**src/rtl/riscv_pkg.sv**
```systemverilog
// ============================================================================
// Module  : riscv_pkg
// Brief   : Shared fetch constants, widths and state encoding.
// Revision: 1.0
// ============================================================================
`default_nettype none

package riscv_pkg;

  localparam int PC_W_DEF = 8;
  localparam int INSTR_W  = 32;
  localparam int PC_STEP  = 4;

  localparam logic [INSTR_W-1:0] NOP_INSTR = 32'h0000_0013;

  typedef logic [1:0] fetch_state_t;

  localparam fetch_state_t ST_IDLE  = 2'd0;
  localparam fetch_state_t ST_RUN   = 2'd1;
  localparam fetch_state_t ST_FAULT = 2'd2;

endpackage

`default_nettype wire

```
**src/rtl/fetch_out_reg.sv**
```systemverilog
// ============================================================================
// Module  : fetch_out_reg
// Brief   : Single-entry valid/ready output register (instr, pc, valid).
// Revision: 1.0
// ============================================================================
`default_nettype none

module fetch_out_reg
  import riscv_pkg::*;
#(
  parameter int PC_W = PC_W_DEF
) (
  input  logic               clk,
  input  logic               rst,
  input  logic               flush,
  input  logic               load,
  input  logic               ready,
  input  logic [INSTR_W-1:0] in_instr,
  input  logic [PC_W-1:0]    in_pc,
  output logic               valid,
  output logic [INSTR_W-1:0] instr,
  output logic [PC_W-1:0]    pc
);

  logic               valid_d, valid_q;
  logic [INSTR_W-1:0] instr_d, instr_q;
  logic [PC_W-1:0]    pc_d, pc_q;

  // Flush beats load; a consume with no new load empties the stage.
  always_comb begin
    valid_d = valid_q;
    instr_d = instr_q;
    pc_d    = pc_q;
    if (flush) begin
      valid_d = 1'b0;
    end else if (load) begin
      valid_d = 1'b1;
      instr_d = in_instr;
      pc_d    = in_pc;
    end else if (ready) begin
      valid_d = 1'b0;
    end
  end

  always_ff @(posedge clk) begin
    if (rst) begin
      valid_q <= 1'b0;
      instr_q <= '0;
      pc_q    <= '0;
    end else begin
      valid_q <= valid_d;
      instr_q <= instr_d;
      pc_q    <= pc_d;
    end
  end

  assign valid = valid_q;
  assign instr = instr_q;
  assign pc    = pc_q;

endmodule

`default_nettype wire

```
**src/rtl/inst_fetch.sv**
```systemverilog
// ============================================================================
// Module  : inst_fetch
// Brief   : PC sequencer with redirect and a valid/ready output stage.
//           Optional macro MISALIGN_TRAP_EN traps misaligned redirects.
// Revision: 1.0
// ============================================================================
`default_nettype none

module inst_fetch
  import riscv_pkg::*;
#(
  parameter int              PC_W     = PC_W_DEF,
  parameter logic [PC_W-1:0] RESET_PC = '0
) (
  input  logic               clk,
  input  logic               rst,
  input  logic               fetch_en,
  input  logic               redirect_valid,
  input  logic [PC_W-1:0]    redirect_addr,
  output logic [PC_W-1:0]    imem_addr,
  input  logic [INSTR_W-1:0] imem_instr,
  output logic               out_valid,
  input  logic               out_ready,
  output logic [INSTR_W-1:0] out_instr,
  output logic [PC_W-1:0]    out_pc,
  output logic               fault
);

  fetch_state_t    state_d, state_q;
  logic [PC_W-1:0] pc_d, pc_q;
  logic            fault_d, fault_q;
  logic            fire;
  logic            flush;
  logic            misalign;
  logic [PC_W-1:0] redirect_tgt;

  assign redirect_tgt = {redirect_addr[PC_W-1:2], 2'b00};

`ifdef MISALIGN_TRAP_EN
  assign misalign = |redirect_addr[1:0];
`else
  logic unused_addr_lsb;
  assign unused_addr_lsb = ^redirect_addr[1:0];
  assign misalign        = 1'b0;
`endif

  always_comb begin
    state_d = state_q;
    pc_d    = pc_q;
    fault_d = fault_q;
    fire    = 1'b0;
    flush   = 1'b0;
    if (state_q != ST_FAULT) begin
      state_d = fetch_en ? ST_RUN : ST_IDLE;
      if (redirect_valid) begin
        flush = 1'b1;
        if (misalign) begin
          fault_d = 1'b1;
          state_d = ST_FAULT;
        end else begin
          pc_d = redirect_tgt;
        end
      end else begin
        fire = fetch_en && (!out_valid || out_ready);
        if (fire) begin
          pc_d = pc_q + PC_W'(PC_STEP);
        end
      end
    end
  end

  always_ff @(posedge clk) begin
    if (rst) begin
      state_q <= ST_IDLE;
      pc_q    <= RESET_PC;
      fault_q <= 1'b0;
    end else begin
      state_q <= state_d;
      pc_q    <= pc_d;
      fault_q <= fault_d;
    end
  end

  fetch_out_reg #(
    .PC_W (PC_W)
  ) u_out_reg (
    .clk      (clk),
    .rst      (rst),
    .flush    (flush),
    .load     (fire),
    .ready    (out_ready),
    .in_instr (imem_instr),
    .in_pc    (pc_q),
    .valid    (out_valid),
    .instr    (out_instr),
    .pc       (out_pc)
  );

  assign imem_addr = pc_q;
  assign fault     = fault_q;

endmodule

`default_nettype wire

```
**config.mk**
```make
export PLATFORM = sky130hd
export DESIGN_NAME = inst_fetch
export DESIGN_NICKNAME = d
export VERILOG_FILES = /design/src/rtl/riscv_pkg.sv /design/src/rtl/fetch_out_reg.sv /design/src/rtl/inst_fetch.sv
export SDC_FILE = /design/constraint.sdc
export NUM_CORES = 1
export LEC_CHECK = 0
export ABC_AREA = 1
export CORE_ASPECT_RATIO = 0.75
export CORE_MARGIN = 2
export CORE_UTILIZATION = 39
export DETAILED_ROUTE_END_ITERATION = 7
export PLACE_DENSITY = 0.89
export SYNTH_ARGS = -nofsm -noshare
export SYNTH_HDL_FRONTEND = slang
export SYNTH_SLANG_ARGS = --single-unit
```
**constraint.sdc**
```tcl
create_clock -name clk -period 1.3 [get_ports clk]
set_input_delay 0.13 -clock clk [delete_from_list [all_inputs] [get_ports clk]]
set_output_delay 0.13 -clock clk [all_outputs]
set_load 0.01 [all_outputs]
```
==> impl_metrics.yaml, run 1 <==
final_layout:
  nets: 369
  layout_commonest_cell: "nand2_1"
  fillers: 407
  diodes: 0
  syn_to_final_growth_pct: 57.3
  mostFrequentLayoutCells: "92 x nand2_1, 43 x a21oi_1, 42 x dfxtp_1"
  fin_area_sq_um: 2810
  fin_util: 0.632
  drive_gt1_frac: 0.0772
timing:
  maxSlewViolCount: 0
  setup_viol: 0
  fin_crit_sh: 0.880
  rsz0062_at_grt: "false"
  final-hold-violation-count: 0
  fmax_ghz: 0.874
  min_period_ns: 1.14
  skew_ns: 0.00545
clock_tree:
  cts_sinks: 45
  cts_made_buffers: 5
  clkLatencyLatePin_ns: 0.29
  cts_hold_buf: 0
  cts_setup_buffers: 0
  h-tree-depth: 2
  clk_pin_slew_ns: 0.08
  clockBufferDepth: 2
  cts_root_buf: "clkbuf_8"
  cts_tree: "built"
setup_path:
  cpMaxStageDelayCell: "dfxtp_1"
  arrival_ns: 1.01
  cp_slowest_stage_delay_ns: 0.41
  cp_num_buf_inv: 1
  reg2regPathDepth: 5
  crit_family: "flip-flops"
  r2r-start: "imem_addr[2]"
  endpoint_kind: "primary output"
  crit_type: "reg -> out"
  rrSetupSlack_ns: 0.17
  critPathRequiredTime_ns: 1.17
  r2r_end: "imem_addr[3]"
  crit_chain: "dlygate4sd2_1"
  cp-start-kind: "flop"
  crit_fanout: 5
hold_path:
  hold_start: "rst"
  worstHoldEndpoint: "u_out_reg.instr[19]"
  holdPathStages: 2
  hold_class: "in -> reg"
yosys:
  synthCells: 232
  synth.distinct_cells: 21
  synth-seq-cells: 45
  syn_avg_cell_area_sq_um: 7.69
  yosys_warnings: 0
  syn_area_sq_um: 1780
  ys_seq_area_frac: 0.505
placed_design:
  gp_congestion: 0.852
  dp_hpwl_um: 3310
  numPortBuffers: 87
  dpl_cell_area_sq_um: 2710
floorplanning:
  die_area_sq_um: 5130
  start_util: 0.402
  fp.dieH_um: 62.6
  ios: 95
  placementRows: 21
  die_w_um: 82.1
  core_area_sq_um: 4440
route:
  ant_nets: 0
  wl_um: 4520
  avgViaCountPerCell: 4.63
  vias: 1765
  drtPass1Iterations: 4
  wl_per_cell_um: 11.9
  drc: 0
  drt-initial-drc-count: 154
grt:
  grt_remaining_overflow: 0
  antenna_found_initial: 0
  grt_pass1_wl_um: 7200
  grt_max_degree: 24
  grt_pass1_vias: 1644
  grt_use_total: 0.180
pwr:
  p_per_area_nw_per_um2: 992
  max-vdd-ir-drop_mv: 0.538
  leakagePower_nw: 1.47
run:
  max-cap-violations: 0
outcome:
  status: "complete, no violations"
## registers in the layout (all words and copies together), names as in the netlist
signal	count
imem_addr	6
u_out_reg.instr	32
u_out_reg.valid	1
u_out_reg.pc	6
## power breakdown
group	switching (mW)	leakage (nW)	internal [mW]	total, mW
sequential	0.0407	0.369	1.45	1.49
combinational	0.223	1.07	0.271	0.493
clock	0.420	0.0395	0.382	0.802
total	0.684	1.47	2.10	2.78
## cells in the mapped netlist
| library cell | instances | share of area |
|---|---|---|
| nand2_1 | 92 | 0.19 |
| dfxtp_1 | 45 | 0.51 |
| a21oi_1 | 43 | 0.12 |
| buf_4 | 9 | 0.038 |
| inv_1 | 7 | 0.015 |
| nand3_1 | 6 | 0.017 |
| nor2_1 | 6 | 0.013 |
| buf_6 | 4 | 0.025 |
| clkbuf_1 | 4 | 0.0084 |
| o21ai_0 | 3 | 0.0084 |
| xnor2_1 | 3 | 0.015 |
| a211oi_1 | 1 | 0.0042 |
| buf_1 | 1 | 0.0021 |
| buf_2 | 1 | 0.0028 |
| conb_1 | 1 | 0.0021 |
| ha_1 | 1 | 0.0070 |
| inv_2 | 1 | 0.0021 |
| inv_4 | 1 | 0.0035 |
| nand3_4 | 1 | 0.0098 |
| nor2_2 | 1 | 0.0035 |
| o21bai_1 | 1 | 0.0042 |
## per-stage QoR
step / hold slack (ns) / setup WS (ns) / TNS, ns / instances / power [mW]
final: 0.240 / 0.156 / 0 / 381 / 2.78
after global routing: 0.238 / 0.0760 / 0 / 381 / 2.93
after CTS: 0.224 / 0.000561 / 0 / 381 / 2.82
after detailed placement: 0.454 / -0.116 / -3.52 / 373 / 2.05
after global placement: 0.451 / -0.0693 / -1.79 / 373 / 2.04
after floorplan: 0.273 / 0.213 / 0 / 236 / 1.75
## per-layer routing
metal,track usage,part of all wire,vias up
li1,-,-,906
met1,0.218,0.44,793
met2,0.289,0.45,62
met3,0.0809,0.10,4
met4,0.0438,0.0060,0
met5,0,0,-
## what timing repair did
item                                    4_1_cts  5_1_grt
endpoints found under the setup margin       28       17
resized for setup                            31       17
cloned                                        0        0
## kinds of logic (layout without fill, tap and decap cells)
family,after synthesis,in the layout,synth area share
adder cells (fa/ha/maj),1,1,0.00702
XOR/XNOR,3,3,0.0147
AND/OR/NAND/NOR,106,106,0.236
other,1,5,0.00210
buffers and inverters,28,116,0.0968
AO/OA/AOI/OAI,48,48,0.138
flip-flops,45,45,0.505
## worst max path at each step
stage / start / to / slack (ns) / cells past startpoint
after detailed placement: out_ready / u_out_reg.pc[3] / -0.12 / 8
after floorplan: imem_addr[2] / imem_addr[6] / 0.21 / 5
after CTS: u_out_reg.instr[10] / out_instr[10] / 0.0006 / 1
final: imem_addr[6] / imem_addr[6] / 0.16 / 1
after global placement: out_ready / imem_addr[7] / -0.07 / 8
after global routing: out_ready / u_out_reg.instr[21] / 0.08 / 8
## area by class of cell
class / instances / area (sq um) / share of cell area
Tap cell: 57 / 71.3 / 0.0254
Inverter: 9 / 36.3 / 0.0129
Sequential cell: 45 / 905 / 0.322
Multi-Input combinational cell: 163 / 724 / 0.258
Timing Repair Buffer: 99 / 988 / 0.352
Clock buffer: 8 / 80.1 / 0.0285
(Power assumes the default switching activity.)
==> run 2: changes to the inputs <==
- SLEW_MARGIN: not set -> 0
==> results of run 2 <==
The final DEF is identical to that of run 1; final timing and power are the same.
